==> src/rtl/load_data_unit_if.sv <==
// -----------------------------------------------------------------------------
// load_data_unit_if
// Bundles the request, memory read port and response signals of the load
// data unit so they travel as one port.
//   slave  : the load data unit itself
//            (takes requests and read data, drives memory reads and responses)
//   master : the environment around it
//            (EX/MEM request source, data memory, MEM/WB sink)
// Signals:
//   req_valid/req_ready/req_addr/req_op : load request handshake
//   mem_rd_en/mem_addr                  : word-aligned read request
//   mem_rvalid/mem_rdata                : read data return
//   rsp_valid/rsp_data/rsp_err          : one-cycle load result
// -----------------------------------------------------------------------------
interface load_data_unit_if #(
    parameter int ADDR_W = 32
);
    logic              req_valid;
    logic              req_ready;
    logic [ADDR_W-1:0] req_addr;
    logic [2:0]        req_op;
    logic              mem_rd_en;
    logic [ADDR_W-1:0] mem_addr;
    logic              mem_rvalid;
    logic [31:0]       mem_rdata;
    logic              rsp_valid;
    logic [31:0]       rsp_data;
    logic              rsp_err;

    modport master (
        output req_valid, req_addr, req_op, mem_rvalid, mem_rdata,
        input  req_ready, mem_rd_en, mem_addr, rsp_valid, rsp_data, rsp_err
    );

    modport slave (
        input  req_valid, req_addr, req_op, mem_rvalid, mem_rdata,
        output req_ready, mem_rd_en, mem_addr, rsp_valid, rsp_data, rsp_err
    );
endinterface

==> src/rtl/load_data_unit.sv <==
// -----------------------------------------------------------------------------
// load_data_unit
// Load-side byte-lane logic between the EX/MEM register and the data memory
// read port. Takes a load (byte address + funct3), issues word-aligned reads,
// picks the addressed byte/halfword/word out of the returned data, extends it
// and presents a 32-bit result for one cycle.
//
// Lane order follows the store-side mask: byte offset 0 is rdata[31:24], so a
// multi-byte value is assembled with the lowest address in its MSBs.
//
// Ports:
//   clk  : rising-edge clock
//   rst  : asynchronous active-high reset
//   bus  : load_data_unit_if.slave (request, memory read port, response)
//
// Optional build macro MISALIGNED_SPLIT_EN:
//   defined   - accesses crossing a word boundary (LH at offset 3, LW at a
//               non-zero offset) are served with two reads, word N then N+1.
//   undefined - no second read state exists; such accesses are answered with
//               rsp_err=1, rsp_data=0 without touching memory.
// -----------------------------------------------------------------------------
module load_data_unit #(
    parameter int ADDR_W = 32
) (
    input logic             clk,
    input logic             rst,
    load_data_unit_if.slave bus
);

    typedef enum logic [1:0] {
        IDLE = 2'd0,
        RD0  = 2'd1,
`ifdef MISALIGNED_SPLIT_EN
        RD1  = 2'd2,
`endif
        RESP = 2'd3
    } state_t;

    state_t            state_q, state_d;
    logic [1:0]        off_q, off_d;
    logic [2:0]        op_q, op_d;
    logic              mem_rd_en_q, mem_rd_en_d;
    logic [ADDR_W-1:0] mem_addr_q, mem_addr_d;
    logic              rsp_valid_q, rsp_valid_d;
    logic [31:0]       rsp_data_q, rsp_data_d;
    logic              rsp_err_q, rsp_err_d;
`ifdef MISALIGNED_SPLIT_EN
    logic [31:0]       word0_q, word0_d;
`endif

    // funct3 codes this unit does not implement
    function automatic logic is_illegal(input logic [2:0] op);
        return (op == 3'b011) || (op == 3'b110) || (op == 3'b111);
    endfunction

    // True when the access needs bytes from the following word too
    function automatic logic is_spanning(input logic [2:0] op, input logic [1:0] off);
        return ((op[1:0] == 2'b01) && (off == 2'd3)) ||
               ((op[1:0] == 2'b10) && (off != 2'd0));
    endfunction

    // pair holds {word at N, word at N+1}; the 32-bit window starting at the
    // byte offset then has the addressed value left-justified in it.
    function automatic logic [31:0] extract(input logic [2:0] op,
                                            input logic [1:0] off,
                                            input logic [63:0] pair);
        logic [31:0] win;
        logic [31:0] res;
        win = pair[63 - 8*int'(off) -: 32];
        case (op)
            3'b000:  res = {{24{win[31]}}, win[31:24]};
            3'b001:  res = {{16{win[31]}}, win[31:16]};
            3'b010:  res = win;
            3'b100:  res = {24'd0, win[31:24]};
            3'b101:  res = {16'd0, win[31:16]};
            default: res = 32'd0;
        endcase
        return res;
    endfunction

    // Next-state and next-output logic. Outputs are computed one cycle ahead
    // so every visible output comes straight from a flop.
    always_comb begin
        state_d     = state_q;
        off_d       = off_q;
        op_d        = op_q;
        mem_rd_en_d = 1'b0;
        mem_addr_d  = mem_addr_q;
        rsp_valid_d = 1'b0;
        rsp_data_d  = rsp_data_q;
        rsp_err_d   = rsp_err_q;
`ifdef MISALIGNED_SPLIT_EN
        word0_d     = word0_q;
`endif
        case (state_q)
            IDLE: begin
                if (bus.req_valid) begin
                    off_d = bus.req_addr[1:0];
                    op_d  = bus.req_op;
`ifdef MISALIGNED_SPLIT_EN
                    if (is_illegal(bus.req_op)) begin
`else
                    if (is_illegal(bus.req_op) || is_spanning(bus.req_op, bus.req_addr[1:0])) begin
`endif
                        state_d     = RESP;
                        rsp_valid_d = 1'b1;
                        rsp_data_d  = 32'd0;
                        rsp_err_d   = 1'b1;
                    end else begin
                        state_d     = RD0;
                        mem_rd_en_d = 1'b1;
                        mem_addr_d  = {bus.req_addr[ADDR_W-1:2], 2'b00};
                    end
                end
            end
            RD0: begin
                mem_rd_en_d = 1'b1;
                if (bus.mem_rvalid) begin
`ifdef MISALIGNED_SPLIT_EN
                    if (is_spanning(op_q, off_q)) begin
                        state_d    = RD1;
                        word0_d    = bus.mem_rdata;
                        mem_addr_d = mem_addr_q + ADDR_W'(4);
                    end else begin
                        state_d     = RESP;
                        mem_rd_en_d = 1'b0;
                        rsp_valid_d = 1'b1;
                        rsp_data_d  = extract(op_q, off_q, {bus.mem_rdata, 32'd0});
                        rsp_err_d   = 1'b0;
                    end
`else
                    state_d     = RESP;
                    mem_rd_en_d = 1'b0;
                    rsp_valid_d = 1'b1;
                    rsp_data_d  = extract(op_q, off_q, {bus.mem_rdata, 32'd0});
                    rsp_err_d   = 1'b0;
`endif
                end
            end
`ifdef MISALIGNED_SPLIT_EN
            RD1: begin
                mem_rd_en_d = 1'b1;
                if (bus.mem_rvalid) begin
                    state_d     = RESP;
                    mem_rd_en_d = 1'b0;
                    rsp_valid_d = 1'b1;
                    rsp_data_d  = extract(op_q, off_q, {word0_q, bus.mem_rdata});
                    rsp_err_d   = 1'b0;
                end
            end
`endif
            RESP: begin
                state_d = IDLE;
            end
            default: begin
                state_d = IDLE;
            end
        endcase
    end

    // All state and output flops; reset clears everything and abandons any
    // load in flight.
    always_ff @(posedge clk or posedge rst) begin
        if (rst) begin
            state_q     <= IDLE;
            off_q       <= 2'd0;
            op_q        <= 3'd0;
            mem_rd_en_q <= 1'b0;
            mem_addr_q  <= '0;
            rsp_valid_q <= 1'b0;
            rsp_data_q  <= 32'd0;
            rsp_err_q   <= 1'b0;
`ifdef MISALIGNED_SPLIT_EN
            word0_q     <= 32'd0;
`endif
        end else begin
            state_q     <= state_d;
            off_q       <= off_d;
            op_q        <= op_d;
            mem_rd_en_q <= mem_rd_en_d;
            mem_addr_q  <= mem_addr_d;
            rsp_valid_q <= rsp_valid_d;
            rsp_data_q  <= rsp_data_d;
            rsp_err_q   <= rsp_err_d;
`ifdef MISALIGNED_SPLIT_EN
            word0_q     <= word0_d;
`endif
        end
    end

    // req_ready is masked by rst so it drops the moment reset is applied
    assign bus.req_ready = (state_q == IDLE) && !rst;
    assign bus.mem_rd_en = mem_rd_en_q;
    assign bus.mem_addr  = mem_addr_q;
    assign bus.rsp_valid = rsp_valid_q;
    assign bus.rsp_data  = rsp_data_q;
    assign bus.rsp_err   = rsp_err_q;

endmodule

==> src/flat_wrapper.sv <==
// flat-port wrapper written by rule: the top's interface ports become plain ports
module load_data_unit_flat 
#(
    parameter int ADDR_W = 32
)
  (clk, rst, bus_req_valid, bus_req_addr, bus_req_op, bus_mem_rvalid, bus_mem_rdata, bus_req_ready, bus_mem_rd_en, bus_mem_addr, bus_rsp_valid, bus_rsp_data, bus_rsp_err);
  load_data_unit_if #(.ADDR_W(ADDR_W)) bus_i ();
  input logic clk;
  input logic rst;
  input wire logic [$bits(bus_i.req_valid)-1:0] bus_req_valid;
  input wire logic [$bits(bus_i.req_addr)-1:0] bus_req_addr;
  input wire logic [$bits(bus_i.req_op)-1:0] bus_req_op;
  input wire logic [$bits(bus_i.mem_rvalid)-1:0] bus_mem_rvalid;
  input wire logic [$bits(bus_i.mem_rdata)-1:0] bus_mem_rdata;
  output wire logic [$bits(bus_i.req_ready)-1:0] bus_req_ready;
  output wire logic [$bits(bus_i.mem_rd_en)-1:0] bus_mem_rd_en;
  output wire logic [$bits(bus_i.mem_addr)-1:0] bus_mem_addr;
  output wire logic [$bits(bus_i.rsp_valid)-1:0] bus_rsp_valid;
  output wire logic [$bits(bus_i.rsp_data)-1:0] bus_rsp_data;
  output wire logic [$bits(bus_i.rsp_err)-1:0] bus_rsp_err;
  assign bus_i.req_valid = bus_req_valid;
  assign bus_i.req_addr = bus_req_addr;
  assign bus_i.req_op = bus_req_op;
  assign bus_i.mem_rvalid = bus_mem_rvalid;
  assign bus_i.mem_rdata = bus_mem_rdata;
  assign bus_req_ready = bus_i.req_ready;
  assign bus_mem_rd_en = bus_i.mem_rd_en;
  assign bus_mem_addr = bus_i.mem_addr;
  assign bus_rsp_valid = bus_i.rsp_valid;
  assign bus_rsp_data = bus_i.rsp_data;
  assign bus_rsp_err = bus_i.rsp_err;
  load_data_unit #(.ADDR_W(ADDR_W)) u_core (.clk(clk), .rst(rst), .bus(bus_i));
endmodule
==> config.mk <==
export PLATFORM = sky130hd
export DESIGN_NAME = load_data_unit_flat
export DESIGN_NICKNAME = d
export VERILOG_FILES = /design/src/rtl/load_data_unit_if.sv /design/src/rtl/load_data_unit.sv /design/src/flat_wrapper.sv
export SDC_FILE = /design/constraint.sdc
export NUM_CORES = 1
export LEC_CHECK = 0
export ABC_AREA = 1
export ABC_CLOCK_PERIOD_IN_PS = 2150
export CAP_MARGIN = 20
export CORE_ASPECT_RATIO = 0.9
export CORE_MARGIN = 2
export CORE_UTILIZATION = 41
export DETAILED_ROUTE_END_ITERATION = 10
export PLACE_DENSITY = 0.79
export SLEW_MARGIN = 20
export SYNTH_ARGS = -nofsm -noshare
export SYNTH_HDL_FRONTEND = slang
export SYNTH_SLANG_ARGS = --single-unit
==> constraint.sdc <==
create_clock -name clk -period 2.15 [get_ports clk]
set_clock_uncertainty 0.15 [all_clocks]
set_input_delay 0.3225 -clock clk [delete_from_list [all_inputs] [get_ports clk]]
set_output_delay 0.3225 -clock clk [all_outputs]
set_load 0.01 [all_outputs]
Yosys cells after proc, flatten, opt, wreduce, memory -nomap -nowiden
Index checks and enable logic that the tools add are counted.
- bits of input ports: 71
- logic and storage cells: 62
- bits in registers: 72
- output and inout port bits: 68
- reduce and logical (&&, ||, !) cells: 16
- muxes and demuxes: 21
- bitwise logic cells: 1
- shifts and indexed selects: 1
- eq/ne operators: 14
- add/subtract/negate cells: 1
- operator list (operator ; number):
    $pmux W32 S5 ; 1
    $mux W32 ; 3
    $shiftx A95 B32 Y32 ; 1
    $pmux W32 S2 ; 1
    $eq A3 B3 Y1 const B ; 4
    $mux W1 ; 9
    $sub A6 B5 Y7 const A ; 1
    $eq A3 B2 Y1 const B ; 2
    $mux W2 ; 3
    $pmux W1 S2 ; 3
    $eq A2 B1 Y1 const B ; 2
    $eq A2 B2 Y1 const B ; 2
    $logic_or A1 B1 Y1 ; 4
    $ne A2 B2 Y1 const B ; 2
    $pmux W2 S2 ; 1
    $reduce_and A2 Y1 ; 2
    $reduce_and A4 Y1 ; 1
    $reduce_bool A2 Y1 ; 2
    $eq A3 B1 Y1 const B ; 1
    $logic_and A1 B1 Y1 ; 3
    $logic_not A3 Y1 ; 1
    $reduce_and A3 Y1 ; 1
    $logic_not A2 Y1 ; 1
    $ne A2 B1 Y1 const B ; 1
    other kinds (2) ; 2

Logic depth before layout (Yosys ltp)
- depth in word-level cells: 7
- depth in mapped cells: 9
- mapped depth without buffers: 8

Worst setup path after synthesis
No wires, ideal clock.
- path type: flip-flop to flip-flop
- start point: register u_core.off_q[0]
- end point: register u_core.rsp_data_q[12] (netlist: u_core.bus.rsp_data[12])
- required time: 1.883 ns
- setup slack: 0.797 ns
- arrival: 1.087 ns
- library setup time: 0.117 ns
- path buffers: 2
- clock period less this slack: 1.353 ns
- cell stages (with the launch flop): 9
- cells stage by stage: dfrtp_1 > buf_6 > buf_6 > nand2_1 > nand3_1 > nand3_1 > nand3_1 > nand2_1 > nand2_1
- cells in the longest elaborated chain, start to end: 5
- RTL lines (item ; RTL line ; text):
    start, declared ; load_data_unit.sv:40 ; logic [1:0] off_q, off_d;
    start signal, assigned ; load_data_unit.sv:166 ; off_q <= 2'd0;
    start signal, assigned ; load_data_unit.sv:178 ; off_q <= off_d;
    $sub A6 B5 Y7 ; load_data_unit.sv:69 ; win = pair[63 - 8*int'(off) -: 32];
    $shiftx A95 B32 Y32 ; load_data_unit.sv:69 ;
    $pmux W32 S5 ; load_data_unit.sv:70 ; case (op)
    $mux W32 ; load_data_unit.sv:118 ; if (bus.mem_rvalid) begin
    $pmux W32 S2 ; load_data_unit.sv:95 ; case (state_q)
    end signal, assigned ; load_data_unit.sv:183 ; rsp_data_q <= rsp_data_d;
    end, declared ; load_data_unit.sv:45 ; logic [31:0] rsp_data_q, rsp_data_d;
No other way between the ends. The select of a mux whose other input is x is not followed.
A chain may end at the register's enable or synchronous reset.

Worst setup path after layout
- start point: input port rst
- end point: output port bus_req_ready
- cells in the longest elaborated chain, start to end: 2
- RTL lines (item ; RTL line ; text):
    start, declared ; flat_wrapper.sv:9 ; input logic rst;
    $logic_not A1 Y1 (no source line) ; -- ;
    $logic_and A1 B1 Y1 ; load_data_unit.sv:192 ; assign bus.req_ready = (state_q == IDLE) && !rst;
    end, declared ; flat_wrapper.sv:15 ; output wire logic [$bits(bus_i.req_ready)-1:0] bus_req_ready;
No other way between the ends.

==> results.sh <==
export IMPL_status="completed"
export IMPL_ff2ff_path_depth=6
export IMPL_p_seq_share_pct=31.3
export IMPL_grt_overflow=0
export IMPL_r2r_start="u_core.op_q[1]"
export IMPL_crit_required_ns=1.68
export IMPL_die_h_um=95.90
export IMPL_cts_buffers=9
export IMPL_synthCells=548
export IMPL_path_clk_slew_ns=0.08
export IMPL_rows=33
export IMPL_antenna_found_initial=0
export IMPL_relSlewSlack_pct=57.35
export IMPL_via_per_inst=4.793
export IMPL_reg2reg_to="u_core.bus.rsp_data[13]"
export IMPL_maxSlewViolCount=0
export IMPL_ir_drop_mv=0.7684
export IMPL_worst_pin_slew_ns=0.6374
export IMPL_pwr_share_clk_pct=17.1
export IMPL_n_antenna_cell=0
export IMPL_ys_ff_latch=72
export IMPL_cp_end_kind="primary output"
export IMPL_totalWireLength_um=10230
export IMPL_grt_pass1_wl_um=17080
export IMPL_drtIter0Drc=155
export IMPL_dr_pass1_iters=4
export IMPL_synth_warning_count=0
export IMPL_max_freq_mhz=503.3
export IMPL_hold_viol=0
export IMPL_io_pins=139
export IMPL_critPathMaxFanout=2
export IMPL_p_comb_share_pct=51.6
export IMPL_drt_wirelength_per_cell_um=12.71
export IMPL_p_sw_mw=2.983
export IMPL_grt_max_degree=73
export IMPL_swShare_pct=40.06
export IMPL_min_period_over_period_pct=92.41
export IMPL_crit_end="bus_req_ready"
export IMPL_grtUsageMet1_pct=25.85
export IMPL_critPathLaunchType="input port"
export IMPL_timing_hold_ws_ns=0.3209
export IMPL_synth_area_um2=3847
export IMPL_initial_core_util_pct=42.16
export IMPL_tns_ns=0
export IMPL_crit_start="rst"
export IMPL_setup_viol=0
export IMPL_fill_cells=800
export IMPL_r2r_setup_slack_ns=0.47
export IMPL_core_um2=9125
export IMPL_critPathKind="in -> out"
export IMPL_synth_seq_area_share_pct=46.83
export IMPL_cap_violations=0
export IMPL_p_int_mw=4.464
export IMPL_yosys_cell_types_count=24
export IMPL_post_cts_repair_setup_buffers=0
export IMPL_h_tree_depth=3
export IMPL_ctsRootBufferMaster="clkbuf_8"
export IMPL_cts_resized_gates=0
export IMPL_remaining_drc_errors=0
export IMPL_final_nets=749
export IMPL_rsz0062_at_grt="false"
export IMPL_die_x_um=106.1
export IMPL_area_growth_pct=43.19
export IMPL_io_buffers=136
export IMPL_grt_util_met2_pct=38.09
export IMPL_top_usage_layer="met2"
export IMPL_pwr_density_cell_nw_per_um2=1352
export IMPL_dp_hpwl_um=7703
export IMPL_timing_final_ws_setup_ns=0.1632
export IMPL_clockBufferDepth=2
export IMPL_power_mw=7.447
export IMPL_met3_usage_pct=4.469
export IMPL_grt_pass1_vias=3764
export IMPL_track_usage_pct=21.12
export IMPL_synth_area_per_cell_um2=7.021
export IMPL_finalWeightedCongestion=0.9199
export IMPL_crit_arrival_ns=1.51
export IMPL_cts_sinks=72
export IMPL_clk_latency_ns=0.34
export IMPL_min_path_type="in -> async"
export IMPL_drive_above_1_share_pct=5.857
export IMPL_period_needed_ns=1.987
export IMPL_cts_hold_buf=0
export IMPL_drtAntennaViolNets=0
export IMPL_cts_tree="yes"
export IMPL_leakage_nw=2.873
export IMPL_register_area_um2=1802
export IMPL_vias=3858
export IMPL_die_area_um2=10180
export IMPL_post_place_ws_ns=0.1690
export IMPL_multiInputGateArea_um2=1745
[sequential cells by signal, indices dropped and copies added (netlist names)]
| signal | flops |
|---|---|
| u_core.state_q | 2 |
| u_core.bus.rsp_valid | 1 |
| u_core.bus.rsp_data | 32 |
| u_core.bus.mem_rd_en | 1 |
| u_core.op_q | 3 |
| u_core.off_q | 2 |
| u_core.bus.mem_addr | 30 |
| u_core.bus.rsp_err | 1 |
[area by class of cell]
cell class,instances,area share (%)
clock buffer,9,2.248
clock inverter,7,2.180
inverter,30,2.112
multi-input combinational,419,31.68
sequential,72,32.71
tap,122,2.771
timing repair buffer,146,26.30
[power by group through the flow]
stage / clock network, mW / registers, mW / logic (mW)
6_report: 1.27 / 2.33 / 3.84
5_1_grt: 1.39 / 2.41 / 4.27
4_1_cts: 1.30 / 2.33 / 3.87
3_5_place_dp: 0 / 2.35 / 3.85
3_3_place_gp: 0 / 2.33 / 3.77
2_1_floorplan: 0 / 2.53 / 2.03
[how the worst min path moves through the flow]
stage / depth (start not counted) / to / slack [ns]
2_1_floorplan: 1 / u_core.bus.mem_rd_en / 0.28
3_3_place_gp: 2 / u_core.bus.rsp_data[4] / 0.31
3_5_place_dp: 2 / u_core.bus.mem_addr[30] / 0.32
4_1_cts: 2 / u_core.bus.mem_addr[19] / 0.33
5_1_grt: 2 / u_core.bus.mem_addr[3] / 0.35
6_report: 3 / u_core.bus.mem_addr[26] / 0.32
[routing by layer]
metal	up-vias	wire (um)
li1	1947	-
met1	1783	4321
met2	111	5179
met3	17	523
met4	0	204
met5	-	0
[cells in the final DEF (no fill, tap or decap), drive strengths merged]
| cell | synthesis | final |
|---|---|---|
| buf | 26 | 10 |
| inv | 29 | 28 |
| clkinvlp | 0 | 2 |
| o21ai | 4 | 4 |
| conb | 1 | 2 |
| mux2 | 1 | 1 |
| nor2 | 23 | 23 |
| dfrtp | 72 | 72 |
| a21oi | 4 | 4 |
| clkinv | 1 | 4 |
| nand2 | 311 | 311 |
| nor3 | 2 | 2 |
| nand4 | 1 | 1 |
| clkdlybuf4s50 | 0 | 136 |
| nand3 | 71 | 71 |
| bufinv | 0 | 3 |
| clkbuf | 2 | 9 |
[synth_stat cells (all sizes together)]
cell type	instances	area share (%)
conb	1	0.097
nand4	1	0.16
nor2	23	3.0
nor3	2	0.26
a21oi	4	0.52
o21ai	4	0.52
clkinv	1	0.097
clkbuf	2	0.20
nand3	71	9.8
mux2	1	0.29
nand2	311	31
buf	26	4.8
inv	29	2.8
dfrtp	72	47
[through the flow]
stage	utilization [%]	instance area, um^2	instances
after global routing	60.37	5509	805
after global placement	57.70	5265	789
after floorplan	-	3855	549
after detailed placement	57.70	5265	789
final	60.37	5509	805
after CTS	60.37	5509	805
[kinds of logic after synthesis]
family,after synthesis,synth area share [%]
AO/OA/AOI/OAI,8,1.041
buffers and inverters,58,7.902
flip-flops,72,46.83
multiplexers,1,0.2927
other,1,0.09747
AND/OR/NAND/NOR,408,43.84
[worst max-delay path, stage by stage]
cell,delay (ns)
clkdlybuf4s50_1,0.47
nor3_1,0.16
clkdlybuf4s50_1,0.56
Power figures use the tool's default switching activity.
